File: src/rtl/wb_port_arbiter_if.sv
// wb_port_arbiter_if
//   Bundle of the writeback request bus and the register-file write port
//   served by wb_port_arbiter.
//   i_hold       : write port unavailable this cycle
//   i_req_valid  : per-requester write request
//   i_req_addr   : packed destination addresses, requester k at [k*ADDR_WIDTH +: ADDR_WIDTH]
//   i_req_data   : packed write data, same packing
//   o_req_ready  : combinational one-hot (or zero) accept
//   o_rf_we/o_rf_waddr/o_rf_wdata : registered register-file write
//   o_grant      : registered one-hot id of the staged requester
//   modport master : arbiter side (drives o_*)
//   modport slave  : requester / register-file side (drives i_*)
interface wb_port_arbiter_if #(
   parameter int NUM_REQ    = 4,
   parameter int ADDR_WIDTH = 5,
   parameter int DATA_WIDTH = 32
);
   logic                         i_hold;
   logic [NUM_REQ-1:0]           i_req_valid;
   logic [NUM_REQ*ADDR_WIDTH-1:0] i_req_addr;
   logic [NUM_REQ*DATA_WIDTH-1:0] i_req_data;
   logic [NUM_REQ-1:0]           o_req_ready;
   logic                         o_rf_we;
   logic [ADDR_WIDTH-1:0]        o_rf_waddr;
   logic [DATA_WIDTH-1:0]        o_rf_wdata;
   logic [NUM_REQ-1:0]           o_grant;

   modport master (
      input  i_hold, i_req_valid, i_req_addr, i_req_data,
      output o_req_ready, o_rf_we, o_rf_waddr, o_rf_wdata, o_grant
   );

   modport slave (
      output i_hold, i_req_valid, i_req_addr, i_req_data,
      input  o_req_ready, o_rf_we, o_rf_waddr, o_rf_wdata, o_grant
   );
endinterface

File: src/rtl/wb_port_arbiter.sv
// wb_port_arbiter
//   Round-robin arbiter sharing the single integer register-file write port
//   between NUM_REQ writeback requesters. At most one request is accepted per
//   cycle; the winner's address/data are registered into a one-cycle output
//   stage. Writes to r0 are consumed but do not assert o_rf_we.
//   clk   : clock, rising edge
//   rst_n : synchronous active-low reset
//   bus   : request bus and register-file write port (wb_port_arbiter_if.master)
module wb_port_arbiter #(
   parameter int NUM_REQ    = 4,
   parameter int ADDR_WIDTH = 5,
   parameter int DATA_WIDTH = 32
) (
   input logic                clk,
   input logic                rst_n,
   wb_port_arbiter_if.master  bus
);
   localparam int PTR_WIDTH = $clog2(NUM_REQ);

   logic [PTR_WIDTH-1:0]  rr_ptr;
   logic [PTR_WIDTH-1:0]  win_idx;
   logic                  win_found;
   logic [NUM_REQ-1:0]    ready;
   logic [ADDR_WIDTH-1:0] win_addr;
   logic [DATA_WIDTH-1:0] win_data;
   int unsigned           k;

   // Scan requesters starting at rr_ptr with wrap-around; first valid wins.
   // Ready is suppressed during reset so nothing is consumed in that cycle.
   always_comb begin
      win_found = 1'b0;
      win_idx   = '0;
      ready     = '0;
      k         = '0;
      if (rst_n && !bus.i_hold) begin
         for (int unsigned i = 0; i < unsigned'(NUM_REQ); i++) begin
            k = 32'(rr_ptr) + i;
            if (k >= unsigned'(NUM_REQ)) k = k - unsigned'(NUM_REQ);
            if (!win_found && bus.i_req_valid[PTR_WIDTH'(k)]) begin
               win_found = 1'b1;
               win_idx   = PTR_WIDTH'(k);
            end
         end
      end
      if (win_found) ready[win_idx] = 1'b1;
   end

   assign win_addr        = bus.i_req_addr[32'(win_idx)*ADDR_WIDTH +: ADDR_WIDTH];
   assign win_data        = bus.i_req_data[32'(win_idx)*DATA_WIDTH +: DATA_WIDTH];
   assign bus.o_req_ready = ready;

   // A transfer is exactly win_found: the winner is valid and ready by construction.
   always_ff @(posedge clk) begin
      if (!rst_n) begin
         rr_ptr         <= '0;
         bus.o_rf_we    <= 1'b0;
         bus.o_rf_waddr <= '0;
         bus.o_rf_wdata <= '0;
         bus.o_grant    <= '0;
      end else begin
         bus.o_rf_we <= win_found && (win_addr != '0);
         bus.o_grant <= ready;
         if (win_found) begin
            bus.o_rf_waddr <= win_addr;
            bus.o_rf_wdata <= win_data;
            rr_ptr         <= (32'(win_idx) == NUM_REQ - 1) ? '0 : PTR_WIDTH'(win_idx + 1'b1);
         end
      end
   end
endmodule

File: src/flat_wrapper.sv
// flat-port wrapper written by rule: the top's interface ports become plain ports
module wb_port_arbiter_flat 
#(
   parameter int NUM_REQ    = 4,
   parameter int ADDR_WIDTH = 5,
   parameter int DATA_WIDTH = 32
)
  (clk, rst_n, bus_i_hold, bus_i_req_valid, bus_i_req_addr, bus_i_req_data, bus_o_req_ready, bus_o_rf_we, bus_o_rf_waddr, bus_o_rf_wdata, bus_o_grant);
  wb_port_arbiter_if #(.NUM_REQ(NUM_REQ), .ADDR_WIDTH(ADDR_WIDTH), .DATA_WIDTH(DATA_WIDTH)) bus_i ();
  input logic clk;
  input logic rst_n;
  input wire logic [$bits(bus_i.i_hold)-1:0] bus_i_hold;
  input wire logic [$bits(bus_i.i_req_valid)-1:0] bus_i_req_valid;
  input wire logic [$bits(bus_i.i_req_addr)-1:0] bus_i_req_addr;
  input wire logic [$bits(bus_i.i_req_data)-1:0] bus_i_req_data;
  output wire logic [$bits(bus_i.o_req_ready)-1:0] bus_o_req_ready;
  output wire logic [$bits(bus_i.o_rf_we)-1:0] bus_o_rf_we;
  output wire logic [$bits(bus_i.o_rf_waddr)-1:0] bus_o_rf_waddr;
  output wire logic [$bits(bus_i.o_rf_wdata)-1:0] bus_o_rf_wdata;
  output wire logic [$bits(bus_i.o_grant)-1:0] bus_o_grant;
  assign bus_i.i_hold = bus_i_hold;
  assign bus_i.i_req_valid = bus_i_req_valid;
  assign bus_i.i_req_addr = bus_i_req_addr;
  assign bus_i.i_req_data = bus_i_req_data;
  assign bus_o_req_ready = bus_i.o_req_ready;
  assign bus_o_rf_we = bus_i.o_rf_we;
  assign bus_o_rf_waddr = bus_i.o_rf_waddr;
  assign bus_o_rf_wdata = bus_i.o_rf_wdata;
  assign bus_o_grant = bus_i.o_grant;
  wb_port_arbiter #(.NUM_REQ(NUM_REQ), .ADDR_WIDTH(ADDR_WIDTH), .DATA_WIDTH(DATA_WIDTH)) u_core (.clk(clk), .rst_n(rst_n), .bus(bus_i));
endmodule
File: config.mk
export PLATFORM = sky130hd
export DESIGN_NAME = wb_port_arbiter_flat
export DESIGN_NICKNAME = d
export VERILOG_FILES = /design/src/rtl/wb_port_arbiter_if.sv /design/src/rtl/wb_port_arbiter.sv /design/src/flat_wrapper.sv
export SDC_FILE = /design/constraint.sdc
export NUM_CORES = 1
export LEC_CHECK = 0
export CORE_MARGIN = 3
export CORE_UTILIZATION = 38
export DETAILED_ROUTE_END_ITERATION = 10
export HOLD_SLACK_MARGIN = 0.08
export PLACE_DENSITY = 0.85
export SETUP_SLACK_MARGIN = 0.05
export SKIP_LAST_GASP = 1
export SYNTH_ARGS = -nofsm -noshare
export SYNTH_HDL_FRONTEND = slang
export SYNTH_SLANG_ARGS = --single-unit
File: constraint.sdc
create_clock -name clk -period 4.8 [get_ports clk]
set_clock_uncertainty 0.2 [all_clocks]
set_input_delay 0.72 -clock clk [delete_from_list [all_inputs] [get_ports clk]]
set_output_delay 0.72 -clock clk [all_outputs]
set_load 0.01 [all_outputs]
==> results of run 1 <==
-- path summary, 6_finish.rpt --
path / start / end / slack, ns
max: rst_n / bus_o_req_ready[1] / 0.60
min: u_core.bus.o_rf_wdata[25] / u_core.bus.o_rf_wdata[25] / 0.25
max reg2reg: u_core.rr_ptr[1] / u_core.bus.o_rf_we / 1.88
min reg2reg: u_core.bus.o_rf_wdata[25] / u_core.bus.o_rf_wdata[25] / 0.25
-- placed cells by master (no fill, tap or decap), types with 7 or more instances in the layout --
cell and n:
sky130_fd_sc_hd__o21ai_1 19, sky130_fd_sc_hd__buf_4 7, sky130_fd_sc_hd__nand2_1 12, sky130_fd_sc_hd__and2_1 8
sky130_fd_sc_hd__dfxtp_1 44, sky130_fd_sc_hd__o21ai_0 16, sky130_fd_sc_hd__clkdlybuf4s50_1 200, sky130_fd_sc_hd__mux2i_1 67
sky130_fd_sc_hd__nand3_1 37, sky130_fd_sc_hd__mux2_2 33
-- report_power, final --
part	internal [µW]	leakage (µW)	switching, µW
Sequential	396	0.000363	15.9
Clock	115	0.0000510	120
Combinational	229	0.00131	121
Total	740	0.00173	258
-- per-stage QoR --
stage | utilization [%] | power [µW] | cell area, µm² | worst slack (ns) | hold slack [ns]
3_5_place_dp | 69.8 | 772 | 4870 | 0.613 | 0.244
5_1_grt | 71.1 | 1060 | 4970 | 0.463 | 0.276
4_1_cts | 71.1 | 1010 | 4970 | 0.596 | 0.257
2_1_floorplan | - | 558 | 2810 | 1.57 | 0.278
6_report | 71.1 | 997 | 4970 | 0.600 | 0.255
3_3_place_gp | 69.8 | 765 | 4870 | 0.721 | 0.242
-- final cells by class --
type | instances | area (µm²)
Sequential cell | 44 | 881
Tap cell | 96 | 120
Inverter | 2 | 7.51
Clock buffer | 6 | 82.6
Clock inverter | 2 | 10.0
Multi-Input combinational cell | 221 | 1810
Fill cell | 554 | 2020
Timing Repair Buffer | 207 | 2050
-- state kept, by name, summed over array words and instances (netlist names) --
register / flops
u_core.bus.o_grant: 4
u_core.rr_ptr: 2
u_core.bus.o_rf_wdata: 32
u_core.bus.o_rf_we: 1
u_core.bus.o_rf_waddr: 5
-- cell usage after synthesis (all sizes together), types with 4 or more instances --
library cell,n
dfxtp,44
buf,10
clkbuf,16
mux4,4
nand3,37
mux2,33
and2,8
mux2i,67
nand2,12
ha,4
a21oi,4
o21ai,35
-- kinds of logic (layout without fill, tap and decap cells) --
family	Yosys count	in the layout
fa+ha+maj	4	4
mux	104	104
buf+inv	28	217
flops	44	44
simple gates	68	68
compound gates	45	45
-- routing by layer --
layer  vias up  share of wire (%)
li1       1442                  -
met1      1330                 38
met2       132                 52
met3        14                8.1
met4         0                2.2
met5         -                  0
-- worst min-delay path, cell delays in order (launching register included) --
cell	delay (ns)
sky130_fd_sc_hd__dfxtp_1	0.31
sky130_fd_sc_hd__nand3_1	0.05
sky130_fd_sc_hd__o21ai_1	0.05
==> run summary, run 1 <==
## Synthesis
• combinational family with the most area after synthesis: multiplexers
• post-synthesis instance total: 293
• compound-gate portion of the synthesized area: 9.39%
• post-synth design cell area: 0.00281 mm²
• Yosys warnings: 0
• Top FF cell, synth: sky130_fd_sc_hd__dfxtp_1
• net count after synthesis: 452
• xor/xnor cell area share of the yosys netlist: 0%
• Avg Inst Size Synth: 9.59 µm²
• cell accounting for the most synthesized area: sky130_fd_sc_hd__dfxtp_1
• sequential share of the synthesized area: 31.3%
• distinct cell type count of the synthesized netlist: 29
• post-synthesis simple-gate area fraction: 12.5%
• fraction of registers with async set/reset: 0%
• share of synthesized area spent on multiplexers: 40.3%
• Yosys reg bits: 44
• top-area cell type share of the netlist area: 31.3%
• adder-cell area share of the yosys netlist: 1.78%
• count of flip-flops with a built-in enable after synthesis: 0
• largest cells by area after synthesis: sky130_fd_sc_hd__dfxtp_1 31%, sky130_fd_sc_hd__mux2i_1 24%, sky130_fd_sc_hd__mux2_2 13%

## Place
• gpl congestion: 0.765
• Port Buffer Count: 200
• total instance count after detailed placement: 570
• post-detailed-placement half-perimeter wirelength: 7.22 mm

## Global route
• met1 usage: 23.1%
• All-Layer GR Usage: 21.2%
• vias in the first global route: 3005
• first-pass GRT wire length: 14.4 mm
• gr ovfl total: 0
• global-route track usage on met2: 38.9%
• number of antenna violations at the first check in global routing: 0
• global routing's busiest layer: met2
• fraction of met3 tracks used by global routing: 7.05%
• maximum number of pins on one net before global-route repair: 73

## Setup path
• kind of end point of the critical path: output pin
• WP depth: 8
• family with the most delay on the worst path: buffers and inverters
• CP Data Arrival Time: 3.28 ns
• worst r2r path cells: 7
• crit path cell chain: clkdlybuf4s50_1 > nor2b_1 > o41ai_4 > nor3_2 > buf_4 > ha_1 > and2_1 > clkdlybuf4s50_1
• Worst Setup Path Type: in -> out
• largest incremental delay on the critical path: 0.54 ns
• data required time of the worst path: 3.88 ns
• buffering stage count on the worst path with inverters included: 3
• kind of launch point of the worst setup path: primary input
• most prevalent standard cell on the critical path: sky130_fd_sc_hd__clkdlybuf4s50_1
• maximum fanout count along the critical path: 19
• standard cell with the maximum stage delay on the critical path: sky130_fd_sc_hd__clkdlybuf4s50_1

## Die
• die footprint: 0.00846 mm²
• Die X: 92.0 µm
• Core Rows: 30
• starting utilization of the core area: 40.3%
• I/O pin count: 201
• placeable core area: 0.00698 mm²
• Die Ht: 92.0 µm

## Flow run
• maximum capacitance violations: 0

## Drt
• routed via count: 2918
• number of DRC markers after the initial detailed-route iteration: 40
• DRT Wirelength: 9.01 mm
• # DRC: 0
• Initial DRT Pass Iterations: 4
• post-route antenna net violation count: 0
• routed wirelength normalized by instance count: 15.6 µm
• via/cell ratio: 5.05

## STA
• RSZ-0062 raised after global routing: no
• Worst Max-Slew Pin Slew: 0.770 ns
• worst slew margin relative to its limit: 48.6%
• highest attainable clock frequency: 238 MHz
• Final Slew Violations: 0
• setup TNS after final layout: 0 ns
• final critical path time including I/O delays and setup: 4.20 ns
• # setup viols final: 0
• period utilization: 87.5%
• number of hold violations in the final report: 0

## CTS
• buffer count from post-CTS setup fixing: 0
• Clock transition at path regs: 0.08 ns
• clk sink count: 44
• Post-CTS Hold Fix Bufs: 0
• number of buffers on the longest clock path: 2
• CTS buffer count: 5
• clock network latency to the later pin of the worst-skew pair: 0.28 ns
• clock tree from TritonCTS: built
• cts repair resizes: 0
• total number of H-tree levels: 2
• clock root buffer master: sky130_fd_sc_hd__clkbuf_8

## Power
• standby leakage power: 0.00173 µW
• power per cell area: 201 mW/mm²
• worst vdd ir: 0.0000941 V

## Finish
• layout net count: 640
• number of diodes: 0
• non-filler cells in the finished layout: 578
• layout cell share with drive strength beyond 1: 11.4%
• area added between synthesis and finish: 76.7%

## Hold path
• Hold Crit Depth: 2
• class of the tightest hold or removal check: reg -> reg

## Outcome
• status: finished clean

(Power assumes the default switching activity.)
==> run 2, diff against run 1 <==
- CORE_MARGIN: 3 -> unset
==> run summary, run 2 (same netlist as run 1, synthesis figures left out) <==
## Place
• gpl congestion: 0.806
• Port Buffer Count: 200
• post-detailed-placement half-perimeter wirelength: 6.92 mm

## Die
• die footprint: 0.00774 mm²
• starting utilization of the core area: 40.3%
• placeable core area: 0.00698 mm²
• I/O pin count: 201
• Die Ht: 88.0 µm
• Core Rows: 30
• Die X: 88.0 µm

## Global route
• number of antenna violations at the first check in global routing: 0
• first-pass GRT wire length: 13.4 mm
• maximum number of pins on one net before global-route repair: 73
• All-Layer GR Usage: 22.6%
• gr ovfl total: 0
• vias in the first global route: 2946

## Drt
• routed wirelength normalized by instance count: 15.1 µm
• # DRC: 0
• Initial DRT Pass Iterations: 4
• routed via count: 2910
• DRT Wirelength: 8.67 mm
• via/cell ratio: 5.06
• number of DRC markers after the initial detailed-route iteration: 107
• post-route antenna net violation count: 0

## Hold path
• class of the tightest hold or removal check: reg -> reg
• end of the worst hold path: u_core.bus.o_rf_waddr[3]
• Hold Crit Depth: 2
• Worst Hold Launch: u_core.bus.o_rf_waddr[3]

## Finish
• area added between synthesis and finish: 75.9%
• number of diodes: 0
• Fill cells: 552
• top flop regs: u_core.bus.o_rf_wdata (32), u_core.bus.o_rf_waddr (5), u_core.bus.o_grant (4)
• layout net count: 640
• largest reg by FF count: u_core.bus.o_rf_wdata
• leading cell type in the layout, fill and taps excluded: sky130_fd_sc_hd__clkdlybuf4s50_1
• layout cell share with drive strength beyond 1: 10.9%
• number of flip-flops in the largest register: 32
• commonest cells after routing, fill and taps aside: 200 x sky130_fd_sc_hd__clkdlybuf4s50_1, 67 x sky130_fd_sc_hd__mux2i_1, 44 x sky130_fd_sc_hd__dfxtp_1

## STA
• worst slew margin relative to its limit: 56.9%
• final critical path time including I/O delays and setup: 4.16 ns
• period utilization: 86.8%
• RSZ-0062 raised after global routing: no
• setup TNS after final layout: 0 ns
• number of hold violations in the final report: 0
• Worst Max-Slew Pin Slew: 0.646 ns
• Final Slew Violations: 0
• highest attainable clock frequency: 240 MHz
• # setup viols final: 0

## CTS
• cts repair resizes: 0
• number of buffers on the longest clock path: 2
• clock network latency to the later pin of the worst-skew pair: 0.28 ns
• clock root buffer master: sky130_fd_sc_hd__clkbuf_8
• total number of H-tree levels: 2
• Clock transition at path regs: 0.08 ns
• Post-CTS Hold Fix Bufs: 0
• buffer count from post-CTS setup fixing: 0
• CTS buffer count: 5
• clk sink count: 44
• clock tree from TritonCTS: built

## Setup path
• capture point of the worst reg-to-reg path: u_core.bus.o_rf_we
• crit path cell chain: clkdlybuf4s50_1 > nor2b_1 > o41ai_4 > nor3_2 > buf_4 > ha_1 > and2_1 > clkdlybuf4s50_1
• CP Data Arrival Time: 3.24 ns
• launching point of the worst reg2reg path: u_core.rr_ptr[1]
• worst r2r path cells: 7
• kind of launch point of the worst setup path: primary input
• standard cell with the maximum stage delay on the critical path: sky130_fd_sc_hd__clkdlybuf4s50_1
• kind of end point of the critical path: output pin
• Worst Setup Path Type: in -> out
• maximum fanout count along the critical path: 11
• largest incremental delay on the critical path: 0.52 ns
• data required time of the worst path: 3.88 ns
• register-to-register setup slack: 1.99 ns
• most prevalent standard cell on the critical path: sky130_fd_sc_hd__clkdlybuf4s50_1

## Power
• standby leakage power: 0.00171 µW
• power per cell area: 195 mW/mm²
• worst vdd ir: 0.0000998 V
• total power draw: 966 µW

## Flow run
• maximum capacitance violations: 0

## Outcome
• status: finished clean

[run 2: cell count changes in the layout (fill, tap and decap cells not counted), sizes merged]
cell / delta
clkinv: -2
clkbuf: -1
[run 2: per-stage QoR]
step / instance area, µm² / cells / utilization (%) / setup slack [ns] / hold slack (ns)
after global placement: 4870 / 570 / 69.8 / 0.718 / 0.242
after floorplan: 2810 / 293 / - / 1.57 / 0.278
after detailed placement: 4870 / 570 / 69.8 / 0.650 / 0.246
after CTS: 4940 / 575 / 70.8 / 0.636 / 0.258
final: 4940 / 575 / 70.8 / 0.635 / 0.256
after global routing: 4940 / 575 / 70.8 / 0.473 / 0.272
[run 2: cell type report]
type                    instances  area (µm²)  area share, %
repair buffers                207        2050           41.6
clock buffers                   5        68.8           1.39
well taps                      96         120           2.43
inverters                       2        7.51          0.152
multi-input cells             221        1810           36.6
flip-flops and latches         44         881           17.8
[run 2: worst max-delay path, delay by kind of cell]
family	cells	cell delay, ns
buffers and inverters	3	1.28
AND/OR/NAND/NOR	3	0.90
adder cells (fa/ha/maj)	1	0.18
AO/OA/AOI/OAI	1	0.16
[run 2: routing by layer]
metal  wire length [µm]  GRT usage, %  up-vias
li1                   -             -     1444
met1               3220          22.9     1314
met2               4480          43.8      138
met3                800          6.88       14
met4                164          6.56        0
met5                  0             0        -
[run 2: how the worst max path moves through the flow]
stage	from	to	slack, ns	cells after the start
detailed placement	rst_n	bus_o_req_ready[1]	0.65	8
finish	rst_n	bus_o_req_ready[1]	0.64	8
global route	rst_n	bus_o_req_ready[1]	0.47	8
CTS	rst_n	bus_o_req_ready[1]	0.64	8
global placement	rst_n	bus_o_req_ready[1]	0.72	8
floorplan	rst_n	bus_o_req_ready[0]	1.57	7
[run 2: report_power, final]
group          switching [µW]  internal (µW)  leakage (µW)  total, µW
sequential               16.4            396      0.000363        412
clock                     110           93.9     0.0000359        204
combinational             121            229       0.00131        350
==> run 3, diff against run 2 <==
- CTS_CLUSTER_DIAMETER: unset -> 50
==> results of run 3 <==
Same layout as run 2: the final DEF is identical, and so are final timing and power.
==> patch: new RTL, config.mk and constraints of run 2 <==
`DATA_WIDTH` is set to 32 in 3 places; all go to 64.
--- a/src/rtl/wb_port_arbiter_if.sv
+++ b/src/rtl/wb_port_arbiter_if.sv
@@ -15,3 +15,3 @@
    parameter int ADDR_WIDTH = 5,
-   parameter int DATA_WIDTH = 32
+   parameter int DATA_WIDTH = 64
 );
--- a/src/rtl/wb_port_arbiter.sv
+++ b/src/rtl/wb_port_arbiter.sv
@@ -11,3 +11,3 @@
    parameter int ADDR_WIDTH = 5,
-   parameter int DATA_WIDTH = 32
+   parameter int DATA_WIDTH = 64
 ) (
--- a/src/flat_wrapper.sv
+++ b/src/flat_wrapper.sv
@@ -5,3 +5,3 @@
    parameter int ADDR_WIDTH = 5,
-   parameter int DATA_WIDTH = 32
+   parameter int DATA_WIDTH = 64
 )
Interface: changed (resized bus_i_req_data and bus_o_rf_wdata); port bits go from 201 to 361. The function was not compared with the original's and may differ.
==> patch against run 2 <==
Worst hold slack improved by 13 ps; clock power rose to 4.3 times the old value; cell area up 81%; setup slack worse by 15 ps; synthesized area up 79%; total power increased by 140%; routed wire length up 140%; sequential power increased by 74%; register-to-register slack lost 430 ps; sequential cell count grew 32; utilization is 0.61 points lower; critical path type unchanged; largest cell class unchanged; largest power group is now clock.
==> patch: results (changes against run 2) <==
| Metric | Value |
|---|---|
| Comb pwr share | 29.6% (-6.6 points) |
| First-pass GRT wire length | 30300 um (+130%) |
| Placed Instances | 1216 (+110%) |
| WL met2 | 10100 um (+130%) |
| Worst vdd ir | 0.000179 V (+79%) |
| Largest net degree at the start of global routing | 115 (+58%) |
| Crit Path Max Fanout | 29 (+18) |
| Largest registers | u_core.bus.o_rf_wdata x64, u_core.bus.o_rf_waddr x5, u_core.bus.o_grant x4 |
| Multiplexer share of the synthesized area | 0% (-40 points) |
| Met3 wire length | 1780 um (+120%) |
| Critical Path AT | 3260 ps (+20 ps) |
| Met1 Resource Use GR | 33.7% (+11 points) |
| Measured slew at the worst slew-check pin | 1180 ps (+531 ps) |
| Via-per-instance ratio | 5.19 (+2.6%) |
| Global Route met2 Usage | 51.5% (+7.7 points) |
| Post-synth top cells | nand2_1, nand3_1, dfxtp_1, and3_1, a31o_1 |
| Port bufs | 360 (+80%) |
| Met1 WL | 8340 um (+160%) |
| Clock group | 0.883 mW (+330%) |
| Synth unique cells | 39 (+34%) |
| DR iter-0 viols | 484 (+350%) |
| GRT Total Usage | 29.2% (+6.6 points) |
| Drt wl/cell | 17.0 um (+13%) |
| Synthesized-area fraction occupied by adder cells | 0.996% (-0.79 points) |
| Status | completed |
| Synth Area in Compound Gates | 15.4% (+6.0 points) |
| Sequential share of the synthesized area | 30.3% (-1.1 points) |
| CP startpoint | bus_i_req_valid[0] |
| Share of cells above drive strength 1 | 4.15% (-6.7 points) |
| Filler Cells Inserted | 1085 (+97%) |
| Dpl hpwl | 14800 um (+110%) |
| Switching power total | 0.569 mW (+130%) |
| Clock transition at path regs | 60 ps (-20 ps) |
| # H-tree levels | 3 (+1) |
| Post-place setup slack | 648 ps (-2.42 ps) |
| Layout Nets | 1342 (+110%) |
| CTS buffer count | 9 (+4) |
| Hold Crit Start | u_core.bus.o_rf_waddr[1] |
| Skew-Pair Late Insertion Delay | 330 ps (+50 ps) |
| Synth top area cells | dfxtp_1, nand2_1, nand3_1 |
| Slowest stage delay, CP | 580 ps (+60 ps) |
| Syn Nets | 1029 (+130%) |
| Final RePlAce weighted congestion | 0.911 (+13%) |
| Leakage power | 3.81 nW (+120%) |
| Root Driver | clkbuf_16 |
| Post-Synthesis Cells | 742 (+150%) |
| Vias in the first global route | 5758 (+95%) |
| Final wirelength | 21000 um (+140%) |
==> patch: path summary, 6_finish.rpt <==
check | cells after the start | slack [ps] | to
worst max-delay path | 8 | 620 | bus_o_req_ready[3]
worst min-delay path | 2 | 270 | u_core.bus.o_rf_waddr[1]
worst max register to register | 7 | 1560 | u_core.bus.o_rf_we
worst min register to register | 2 | 270 | u_core.bus.o_rf_waddr[1]
==> patch: cell type report <==
| cell class | instances | area, um2 | area share [%] |
|---|---|---|---|
| Inverter | 5 | 21.3 | 0.237 |
| Clock buffer | 9 | 225 | 2.51 |
| Clock inverter | 7 | 163 | 1.81 |
| Multi-Input combinational cell | 593 | 3150 | 35.1 |
| Sequential cell | 76 | 1520 | 17.0 |
| Tap cell | 172 | 215 | 2.40 |
| Timing Repair Buffer | 370 | 3670 | 41.0 |
==> patch: through the flow <==
stage	instance area (um2)	power, mW
after floorplan	5030	0.996
after global placement	8580	1.40
after detailed placement	8580	1.40
after CTS	8960	2.29
after global routing	8960	2.37
final	8960	2.27
